$ cat src/rtl/rgb_seq_pkg.sv
`default_nettype none
// ============================================================================
// rgb_seq_pkg - parser states, ASCII byte codes and {R,G,B} colour codes
// Revision: 1.0
// ============================================================================
package rgb_seq_pkg;

  typedef enum logic [1:0] {
    ST_IDLE      = 2'd0,
    ST_GOT_CH    = 2'd1,
    ST_GOT_COLOR = 2'd2
  } seq_state_e;

  localparam logic [7:0] C_CH_1 = 8'h31, C_CH_2 = 8'h32, C_CH_ALL = 8'h2A;
  localparam logic [7:0] C_CR = 8'h0D, C_LF = 8'h0A;
  localparam logic [7:0] C_DIG_0 = 8'h30, C_DIG_9 = 8'h39;
  localparam logic [7:0] C_ASC_R = 8'h72, C_ASC_G = 8'h67, C_ASC_B = 8'h62, C_ASC_C = 8'h63;
  localparam logic [7:0] C_ASC_M = 8'h6D, C_ASC_Y = 8'h79, C_ASC_W = 8'h77, C_ASC_K = 8'h6B;

  localparam logic [2:0] C_RGB_RED = 3'b100, C_RGB_GREEN = 3'b010, C_RGB_BLUE = 3'b001;
  localparam logic [2:0] C_RGB_CYAN = 3'b011, C_RGB_MAGENTA = 3'b101, C_RGB_YELLOW = 3'b110;
  localparam logic [2:0] C_RGB_WHITE = 3'b111, C_RGB_OFF = 3'b000;

  typedef struct packed {
    logic       valid;
    logic [2:0] rgb;
  } color_dec_t;

  function automatic color_dec_t decode_color(input logic [7:0] b);
    color_dec_t d;
    d.valid = 1'b1;
    case (b)
      C_ASC_R: d.rgb = C_RGB_RED;
      C_ASC_G: d.rgb = C_RGB_GREEN;
      C_ASC_B: d.rgb = C_RGB_BLUE;
      C_ASC_C: d.rgb = C_RGB_CYAN;
      C_ASC_M: d.rgb = C_RGB_MAGENTA;
      C_ASC_Y: d.rgb = C_RGB_YELLOW;
      C_ASC_W: d.rgb = C_RGB_WHITE;
      C_ASC_K: d.rgb = C_RGB_OFF;
      default: begin
        d.valid = 1'b0;
        d.rgb   = C_RGB_OFF;
      end
    endcase
    return d;
  endfunction

endpackage
`default_nettype wire

$ cat src/rtl/rgb_blink_timer.sv
`default_nettype none
// ============================================================================
// rgb_blink_timer - per-LED rate register, blink counter and on/off phase
// Revision: 1.0
// ============================================================================
module rgb_blink_timer #(
  parameter int unsigned BLINK_BASE_CYC = 1200000
) (
  input  logic       clk_i,
  input  logic       rst_i,
  input  logic       load_i,
  input  logic [3:0] rate_i,
  output logic       phase_o
);

  localparam int CNT_W = $clog2(9 * BLINK_BASE_CYC + 1);

  logic [3:0]       rate_q, rate_d;
  logic [CNT_W-1:0] cnt_q, cnt_d;
  logic [CNT_W-1:0] term;
  logic             phase_q, phase_d;

  assign term = CNT_W'(rate_q) * CNT_W'(BLINK_BASE_CYC) - CNT_W'(1);

  // Rate 0 freezes the counter and keeps whatever phase the last load set.
  always_comb begin
    rate_d  = rate_q;
    cnt_d   = cnt_q;
    phase_d = phase_q;
    if (load_i) begin
      rate_d  = rate_i;
      cnt_d   = '0;
      phase_d = 1'b1;
    end else if (rate_q != 4'd0) begin
      if (cnt_q == term) begin
        cnt_d   = '0;
        phase_d = ~phase_q;
      end else begin
        cnt_d = cnt_q + CNT_W'(1);
      end
    end
  end

  always_ff @(posedge clk_i or posedge rst_i) begin
    if (rst_i) begin
      rate_q  <= '0;
      cnt_q   <= '0;
      phase_q <= 1'b0;
    end else begin
      rate_q  <= rate_d;
      cnt_q   <= cnt_d;
      phase_q <= phase_d;
    end
  end

  assign phase_o = phase_q;

endmodule
`default_nettype wire

$ cat src/rtl/rgb_cmd_sequencer.sv
`default_nettype none
// ============================================================================
// rgb_cmd_sequencer - 3-byte command parser driving two blinking RGB LEDs;
// define RGB_SEQ_TIMEOUT_EN to enable the inter-byte timeout.
// Revision: 1.0
// ============================================================================
module rgb_cmd_sequencer
  import rgb_seq_pkg::*;
#(
  parameter int unsigned CLK_FREQ       = 12000000,
  parameter int unsigned BLINK_BASE_CYC = 1200000,
  parameter int unsigned TIMEOUT_CYC    = 1200000
) (
  input  logic       int_clk,
  input  logic       rst,
  input  logic [7:0] rx_data,
  input  logic       rx_data_ready,
  output logic       rgb1_red,
  output logic       rgb1_green,
  output logic       rgb1_blue,
  output logic       rgb2_red,
  output logic       rgb2_green,
  output logic       rgb2_blue,
  output logic       cmd_ack,
  output logic       cmd_err
);

  if (CLK_FREQ == 0 || BLINK_BASE_CYC == 0 || TIMEOUT_CYC == 0) begin : g_bad_params
    $error("rgb_cmd_sequencer: CLK_FREQ, BLINK_BASE_CYC and TIMEOUT_CYC must be non-zero");
  end

  seq_state_e state_q, state_d;
  logic [1:0] ch_q, ch_d;
  logic [2:0] pend_q, pend_d;
  logic       ack_d, err_d, ack_q, err_q;
  logic [1:0] load;
  logic [1:0] phase;
  logic [2:0] color1_q, color2_q, led1_q, led2_q;
  logic       tmo_expire;
  logic       is_ch, is_crlf, is_rate;
  logic [1:0] ch_sel;
  color_dec_t cdec;

  always_comb begin
    is_crlf = (rx_data == C_CR) || (rx_data == C_LF);
    is_rate = (rx_data >= C_DIG_0) && (rx_data <= C_DIG_9);
    cdec    = decode_color(rx_data);
    case (rx_data)
      C_CH_1:   ch_sel = 2'b01;
      C_CH_2:   ch_sel = 2'b10;
      C_CH_ALL: ch_sel = 2'b11;
      default:  ch_sel = 2'b00;
    endcase
    is_ch = |ch_sel;
  end

`ifdef RGB_SEQ_TIMEOUT_EN
  localparam int TMO_W = $clog2(TIMEOUT_CYC + 1);
  logic [TMO_W-1:0] tmo_q;

  always_ff @(posedge int_clk or posedge rst) begin
    if (rst) begin
      tmo_q <= '0;
    end else if (state_q == ST_IDLE || rx_data_ready) begin
      tmo_q <= '0;
    end else begin
      tmo_q <= tmo_q + TMO_W'(1);
    end
  end

  // A byte in the expiry cycle wins; the expiry path is only taken when idle.
  assign tmo_expire = (state_q != ST_IDLE) && (tmo_q == TMO_W'(TIMEOUT_CYC - 1));
`else
  assign tmo_expire = 1'b0;
`endif

  always_ff @(posedge int_clk or posedge rst) begin
    if (rst) begin
      state_q <= ST_IDLE;
      ch_q    <= '0;
      pend_q  <= '0;
    end else begin
      state_q <= state_d;
      ch_q    <= ch_d;
      pend_q  <= pend_d;
    end
  end

  always_comb begin
    state_d = state_q;
    ch_d    = ch_q;
    pend_d  = pend_q;
    if (rx_data_ready) begin
      case (state_q)
        ST_IDLE: begin
          if (is_ch) begin
            ch_d    = ch_sel;
            state_d = ST_GOT_CH;
          end
        end
        ST_GOT_CH: begin
          pend_d  = cdec.rgb;
          state_d = cdec.valid ? ST_GOT_COLOR : ST_IDLE;
        end
        default: state_d = ST_IDLE;
      endcase
    end else if (tmo_expire) begin
      state_d = ST_IDLE;
    end
  end

  always_comb begin
    ack_d = 1'b0;
    err_d = 1'b0;
    load  = 2'b00;
    if (rx_data_ready) begin
      case (state_q)
        ST_IDLE:   err_d = !is_ch && !is_crlf;
        ST_GOT_CH: err_d = !cdec.valid;
        ST_GOT_COLOR: begin
          if (is_rate) begin
            ack_d = 1'b1;
            load  = ch_q;
          end else begin
            err_d = 1'b1;
          end
        end
        default: err_d = 1'b1;
      endcase
    end else begin
      err_d = tmo_expire;
    end
  end

  for (genvar gi = 0; gi < 2; gi++) begin : g_chan
    rgb_blink_timer #(
      .BLINK_BASE_CYC(BLINK_BASE_CYC)
    ) u_blink (
      .clk_i  (int_clk),
      .rst_i  (rst),
      .load_i (load[gi]),
      .rate_i (rx_data[3:0]),
      .phase_o(phase[gi])
    );
  end

  always_ff @(posedge int_clk or posedge rst) begin
    if (rst) begin
      ack_q    <= 1'b0;
      err_q    <= 1'b0;
      color1_q <= '0;
      color2_q <= '0;
      led1_q   <= '0;
      led2_q   <= '0;
    end else begin
      ack_q  <= ack_d;
      err_q  <= err_d;
      if (load[0]) color1_q <= pend_q;
      if (load[1]) color2_q <= pend_q;
      led1_q <= color1_q & {3{phase[0]}};
      led2_q <= color2_q & {3{phase[1]}};
    end
  end

  assign {rgb1_red, rgb1_green, rgb1_blue} = led1_q;
  assign {rgb2_red, rgb2_green, rgb2_blue} = led2_q;
  assign cmd_ack = ack_q;
  assign cmd_err = err_q;

endmodule
`default_nettype wire

$ cat config.mk
export PLATFORM = sky130hd
export DESIGN_NAME = rgb_cmd_sequencer
export DESIGN_NICKNAME = d
export VERILOG_FILES = /design/src/rtl/rgb_seq_pkg.sv /design/src/rtl/rgb_blink_timer.sv /design/src/rtl/rgb_cmd_sequencer.sv
export SDC_FILE = /design/constraint.sdc
export NUM_CORES = 1
export LEC_CHECK = 0
export CAP_MARGIN = 20
export CORE_ASPECT_RATIO = 1.5
export CORE_UTILIZATION = 60
export CTS_CLUSTER_DIAMETER = 40
export DETAILED_ROUTE_END_ITERATION = 10
export PLACE_DENSITY = 0.78
export SLEW_MARGIN = 20
export SYNTH_ARGS = -nofsm -noshare
export SYNTH_HDL_FRONTEND = slang
export SYNTH_SLANG_ARGS = --single-unit
export TNS_END_PERCENT = 100
$ cat constraint.sdc
create_clock -name int_clk -period 13.5 [get_ports int_clk]
set_clock_uncertainty 0.1 [all_clocks]
set_input_delay 2.025 -clock int_clk [delete_from_list [all_inputs] [get_ports int_clk]]
set_output_delay 2.025 -clock int_clk [all_outputs]
set_load 0.005 [all_outputs]
==> results of run 1 <==
[cells in the mapped netlist, types with 4 or more instances]
cell type	n	area (um^2)
fa_1	12	240
and3_1	7	43.8
o31ai_1	7	52.6
nand2b_1	15	93.8
clkbuf_1	23	86.3
nand3b_1	7	52.6
xor2_1	34	298
and2_1	21	131
o22ai_1	4	25.0
a211oi_1	6	45.0
a22oi_1	4	30.0
nor4b_1	5	43.8
nor3b_1	6	45.0
xnor2_1	53	464
nand4_1	19	119
a2111oi_0	5	43.8
nand2_1	89	334
o21ai_0	35	175
inv_1	22	82.6
nand3_1	45	225
o2111ai_1	7	61.3
o21a_1	6	45.0
a31oi_1	8	50.1
nor2_1	85	319
a21oi_1	29	145
o211ai_1	9	67.6
nor3_1	27	135
dfrtp_1	79	1980
and4_1	6	52.6
a211o_1	8	70.1
or3_1	11	68.8
ha_1	39	488
a21o_1	5	37.5
nor2b_1	5	31.3
a221oi_1	4	35.0
[cell families after synthesis]
kind of cell             synth area share
AO/OA/AOI/OAI                       0.183
multiplexers                      0.00760
buffers and inverters              0.0322
XOR/XNOR                            0.120
AND/OR/NAND/NOR                     0.266
flip-flops                          0.286
adder cells (fa/ha/maj)             0.105
[power groups by stage]
stage               logic [uW]  clock network (uW)  registers, uW
finish                    23.2                 240            247
global route              25.9                 252            247
CTS                       23.4                 243            247
detailed placement        23.1                   0            251
global placement          22.1                   0            251
floorplan                 15.1                   0            250
[cell type report]
type	count	area share
Tap cell	147	0.0247
Clock inverter	6	0.00773
Multi-Input combinational cell	685	0.633
Inverter	24	0.0123
Timing Repair Buffer	19	0.0252
Sequential cell	79	0.265
Clock buffer	10	0.0321
[metal layers]
metal,part of all wire,vias up,global-route usage
met1,0.39,2984,0.345
met4,0.054,0,0.207
met2,0.52,169,0.543
met5,0,-,0
met3,0.037,73,0.0663
li1,-,2963,-
[stage by stage]
| step | total power (uW) | instance area (um^2) | instances |
|---|---|---|---|
| final | 510 | 7450 | 970 |
| after global routing | 525 | 7450 | 970 |
| after CTS | 513 | 7450 | 970 |
| after detailed placement | 274 | 7150 | 954 |
| after global placement | 273 | 7150 | 954 |
| after floorplan | 265 | 6910 | 817 |
[registers in the layout, summed over array words and instances, names as in the netlist]
| signal | flops |
|---|---|
| g_chan.u_blink.cnt_q | 48 |
| g_chan.u_blink.rate_q | 8 |
| color2_q | 3 |
| pend_q | 3 |
| state_q | 2 |
| ch_q | 2 |
| color1_q | 3 |
| cmd_ack | 1 |
| cmd_err | 1 |
| led1_q | 3 |
| g_chan.u_blink.phase_o | 2 |
| led2_q | 3 |
[worst max-delay path: stages (launching register included)]
cell and delay [ns]:
dfrtp_1 0.94, inv_2 0.26, ha_1 0.28, ha_1 0.17, or2_2 0.28, ha_1 0.52
nand2b_1 0.19, nor2_1 0.05, a221oi_1 0.83, o2111ai_4 0.32, nor4_1 0.59, mux2_2 0.39
o211ai_1 0.11, nand4_1 0.29, o21ai_2 0.75, nor2_1 0.13
[how the worst max path moves through the flow]
stage                                                 start                                       to  cells after the start
detailed placement  g_chan[1].u_blink.rate_q[2]$_DFFE_PP0P_  g_chan[1].u_blink.cnt_q[18]$_DFFE_PP0P_                     13
floorplan           g_chan[0].u_blink.rate_q[2]$_DFFE_PP0P_  g_chan[0].u_blink.cnt_q[11]$_DFFE_PP0P_                     14
global placement    g_chan[1].u_blink.rate_q[2]$_DFFE_PP0P_  g_chan[1].u_blink.cnt_q[19]$_DFFE_PP0P_                     13
finish              g_chan[1].u_blink.rate_q[2]$_DFFE_PP0P_  g_chan[1].u_blink.cnt_q[17]$_DFFE_PP0P_                     15
global route        g_chan[1].u_blink.rate_q[2]$_DFFE_PP0P_  g_chan[1].u_blink.cnt_q[21]$_DFFE_PP0P_                     14
CTS                 g_chan[1].u_blink.rate_q[2]$_DFFE_PP0P_  g_chan[1].u_blink.cnt_q[18]$_DFFE_PP0P_                     13
==> impl_results.md, run 1 <==
* Logic pwr share at 0.045
* CTS tree: done
* Cells after Synth at 817
* Worst path arrival time at 6.44 ns
* Critical path peak fanout at 25
* Hold Path Stages at 2
* Drt total wl at 17.3 mm
* CP Data Required Time at 13.58 ns
* # H-tree levels at 3
* Crit end category: register
* NumNets Final at 880
* Max Transition Viols Final at 0
* Hold_ws at 0.383 ns
* Vias in the first global route at 6318
* Crit Path Category: register to register
* Post-Syn Nets at 879
* Resize count post-CTS at 0
* Layout area overhead at 7.77%
* Cell Int Power at 385 uW
* Setup ws final at 7.15 ns
* FF-to-FF End: g_chan[1].u_blink.cnt_q[17]$_DFFE_PP0P_
* Placer Congestion at 0.944
* Sequential power share at 0.484
* Min-Delay Startpoint: color2_q[2]$_DFFE_PP0P_
* DP Worst Slack at 7.28 ns
* Top Ports at 19
* Most frequent cells in the layout: nand2_1 (89), nor2_1 (85), dfrtp_1 (79)
* Finished Core Util at 0.670
* Largest net degree at the start of global routing at 80
* Minimum clock period at 6.35 ns
* Hpwl dp at 13.3 mm
* Final period util at 0.471
* Die Height at 133 um
* Num CTS Buffers at 9
* Crit start category: register
* Gr usage total at 0.318
* P_leak at 0.00300 uW
* Worst vdd ir at 0.0546 mV
* Core box area at 0.0111 mm^2
* Synth warnings at 0
* Sink Count at 79
* Global route overflow at 0
* Antenna fix cells at 0
* Max-Slew Margin vs Limit at 0.298
* Antenna violations before repair at 0
* Worst flop-to-flop path startpoint: g_chan[1].u_blink.rate_q[2]$_DFFE_PP0P_
* Initial DRT Pass Iterations at 5
* Final Hold Viols at 0
* Die W at 89.6 um
* ANT nets after route at 0
* # Post-CTS Setup Buffers at 0
* Initial DRC count at 360
* Mapped cell area at 0.00691 mm^2
* Post-synth EDFFs at 0
* Cell Rows at 47
* Switching power of the nets at 124 uW
* Max_cap viols at 0
* Commonest non-fill, non-tap cell in the layout: nand2_1
* Worst skew pair latency at 0.34 ns
* Reg-to-reg setup timing slack at 7.15 ns
* Routed length per instance at 17.8 um
* Clock transition at the registers of the reported paths at 0.07 ns
* Hold path endpoint: color2_q[2]$_DFFE_PP0P_
* Power Dens Cells at 68.4 mW/mm^2
* Post-Syn Area per Cell at 8.46 um^2
* Status: completed
* Ys async rst share at 1.00
* Synth Flop Type: dfrtp_1
* Layout cells sized above 1 at 0.0437
* Seq cells post-synth at 79
* Min-delay worst type: register to register
* Switching share of power at 0.244
* Fill count at 926
* Routed vias at 6189
* Cell variety after synth at 76
* RSZ-0062 raised after global routing: no
* Area of the multi-input gates at 0.00471 mm^2
* Clock Tree Buf Depth at 2
* Initial Util at 0.622
* Reg area at 0.00198 mm^2
* DR DRC count at 0
* Worst-case reg-to-reg path depth at 15
* Final setup vio count at 0
* Max Fclk at 157 MHz
* First-pass GRT wire length at 29.6 mm
* Root buffer cell: clkbuf_16
* DR vias/cell at 6.38
* Die area at 0.0120 mm^2
* Register area share after synthesis at 0.286
* Clock power share at 0.470
* Slew @ Worst Pin at 1.04 ns
* Setup tns final at 0 ns
* Cts-stage hold buffer count at 0
* I/O Buffers at 18
Note: power is estimated with default switching activity, not from simulation.
==> inputs of run 2 (changes only) <==
Clock period 13.5 ns to 5.97 ns, I/O delays scaled along.
==> run 2 against run 1 <==
Largest cell class unchanged. Worst hold slack worse by 0.0060 ns. Highest routed layer unchanged. Design area is 0.72% higher. Core utilization is 0.48 points higher.
==> impl_results.md, run 2 (synthesis gave the netlist of run 1 again) <==
* RSZ-0062 raised after global routing: no
* Max-Slew Margin vs Limit at 0.487 (+0.190)
* Antenna violations before repair at 0 (unchanged)
* DR DRC count at 0 (unchanged)
* Slew @ Worst Pin at 0.750 ns (-0.291 ns)
* Largest net degree at the start of global routing at 55 (-31%)
* Worst flop-to-flop path startpoint: g_chan[0].u_blink.rate_q[1]$_DFFE_PP0P_
* Cts-stage hold buffer count at 0 (unchanged)
* Worst path arrival time at 5.74 ns (-0.70 ns)
* Crit Path Category: register to register
* Commonest non-fill, non-tap cell in the layout: nand2_1
* DP Worst Slack at 0.353 ns (-6.93 ns)
* Die Height at 133 um (unchanged)
* Most frequent cells in the layout: nand2_1 (89), nor2_1 (85), dfrtp_1 (79)
* Layout area overhead at 8.55%
* # Post-CTS Setup Buffers at 0 (unchanged)
* DR vias/cell at 6.29 (-1.5%)
* Placed Area at 0.00718 mm^2 (+0.42%)
* Max Transition Viols Final at 0 (unchanged)
* Power Dens Cells at 159 mW/mm^2 (+130%)
* Routed vias at 6124 (-1.1%)
* Fill count at 906 (-2.2%)
* Global route overflow at 0 (unchanged)
* Worst-case reg-to-reg path depth at 13 (-2)
* Top Ports at 19 (unchanged)
* I/O Buffers at 18 (unchanged)
* Critical path origin: g_chan[0].u_blink.rate_q[1]$_DFFE_PP0P_
* Antenna fix cells at 0 (unchanged)
* Initial Util at 0.622 (unchanged)
* Total power at 1190 uW (+130%)
* Min-delay worst type: register to register
* Final Hold Viols at 0 (unchanged)
* Minimum clock period at 5.64 ns (-0.715 ns)
* Final period util at 0.945 (+0.474)
* Worst vdd ir at 0.213 mV (+290%)
* FF-to-FF End: g_chan[0].u_blink.cnt_q[7]$_DFFE_PP0P_
* CP Data Required Time at 6.07 ns (-7.51 ns)
* Finished Core Util at 0.675 (+0.00484)
* Reg-to-reg setup timing slack at 0.33 ns (-6.82 ns)
* Biggest register: g_chan.u_blink.cnt_q
* Setup ws final at 0.330 ns (-6.82 ns)
* Max FFs per register at 48 (unchanged)
* Die W at 89.6 um (unchanged)
* Clock transition at the registers of the reported paths at 0.06 ns (about the same)
* Worst Setup EP: g_chan[0].u_blink.cnt_q[7]$_DFFE_PP0P_
* Routed length per instance at 18.1 um (+1.2%)
* Hpwl dp at 13.4 mm (+1.1%)
* Initial DRC count at 314 (-13%)
* First-pass GRT wire length at 29.0 mm (-2.0%)
* # H-tree levels at 3 (unchanged)
* Vias in the first global route at 6176 (-2.2%)
* Worst skew pair latency at 0.33 ns (about the same)
* Max_cap viols at 0 (unchanged)
* Setup tns final at 0 ns (unchanged)
* Crit start category: register
* Crit end category: register
* Num CTS Buffers at 9 (unchanged)
* Final setup vio count at 0 (unchanged)
* Sink Count at 79 (unchanged)
* Die area at 0.0120 mm^2 (unchanged)
* Gr usage total at 0.313 (-0.00536)
* Core box area at 0.0111 mm^2 (unchanged)
* NumNets Final at 884 (+0.45%)
* Cell Rows at 47 (unchanged)
* Hold Path Stages at 2 (unchanged)
* Top flop regs: g_chan.u_blink.cnt_q: 48 flops, g_chan.u_blink.rate_q: 8 flops
* Clock Tree Buf Depth at 2 (unchanged)
* ANT nets after route at 0 (unchanged)
* Root buffer cell: clkbuf_16
* Initial DRT Pass Iterations at 5 (unchanged)
* CTS tree: done
* Placer Congestion at 0.959 (+1.6%)
* Finished Cell Area at 0.00750 mm^2 (+0.72%)
* Layout cells sized above 1 at 0.0472 (+0.00342)
* Max Fclk at 177 MHz (+13%)
* Critical path peak fanout at 18 (-28%)
* Status: completed
* Drt total wl at 17.6 mm (+1.6%)
* P_leak at 0.00302 uW (+0.61%)
-- run 2: changes by cell type in the layout (fill, tap and decap cells not counted) --
cell and change:
clkinvlp_4 +3, clkbuf_8 -1, nor3_1 -1, nor3_2 +1
buf_4 +4, clkbuf_1 +2, inv_6 -3, bufinv_16 +2
clkinv_4 -1, inv_8 -2
-- run 2: critical path, cell delays in order, from the launching register on --
cell and delay [ns]:
dfrtp_1 0.48, fa_1 0.73, fa_1 0.51, fa_1 0.47, a21o_1 0.21, a21oi_2 0.37, xor2_1 0.20, or3_1 0.44
nor4_4 0.36, mux2i_1 0.14, a2111oi_0 0.46, o2111ai_1 0.41, o21ai_4 0.52, nor2_1 0.10
-- run 2: how the worst min path moves through the flow --
stage,start,to
final,color1_q[0]$_DFFE_PP0P_,color1_q[0]$_DFFE_PP0P_
after global routing,color2_q[2]$_DFFE_PP0P_,color2_q[2]$_DFFE_PP0P_
after CTS,color1_q[2]$_DFFE_PP0P_,color1_q[2]$_DFFE_PP0P_
after detailed placement,color1_q[2]$_DFFE_PP0P_,color1_q[2]$_DFFE_PP0P_
after global placement,color1_q[0]$_DFFE_PP0P_,color1_q[0]$_DFFE_PP0P_
after floorplan,color1_q[0]$_DFFE_PP0P_,color1_q[0]$_DFFE_PP0P_
-- run 2: power by group --
part | leakage [uW] | switching (uW) | total, uW | internal (uW)
Combinational | 0.00186 | 31.0 | 51.8 | 20.8
Clock | 0.000142 | 216 | 582 | 366
Sequential | 0.00101 | 11.1 | 558 | 547
Total | 0.00302 | 258 | 1190 | 934
-- run 2: metrics by stage --
step,instances,hold WS (ns)
6_report,974,0.377
2_1_floorplan,817,0.338
3_3_place_gp,958,0.353
4_1_cts,974,0.378
3_5_place_dp,958,0.360
5_1_grt,974,0.398
-- run 2: cell type report --
cell class	instances	area (um^2)	area share
Timing Repair Buffer	23	218	0.0290
Tap cell	147	184	0.0245
Clock buffer	11	233	0.0310
Sequential cell	79	1980	0.264
Inverter	24	91.3	0.0122
Clock inverter	5	82.6	0.0110
Multi-Input combinational cell	685	4720	0.629
-- run 2: repair_timing --
action / CTS / global route
endpoints found under the setup margin: 0 / 13
resized for setup: 0 / 1
endpoints found under the hold margin: 0 / 0
-- run 2: layer usage --
metal  part of all wire  vias up  GRT usage
met5                  0        -          0
met4              0.061        0      0.200
met3              0.027       68     0.0328
met2               0.54      131      0.576
met1               0.37     2971      0.322
li1                   -     2954          -
==> inputs of run 3 (changes only) <==
Settings changed: CTS_CLUSTER_SIZE set to 10.
==> results of run 3 <==
The final DEF is identical to that of run 2; final timing and power are the same.
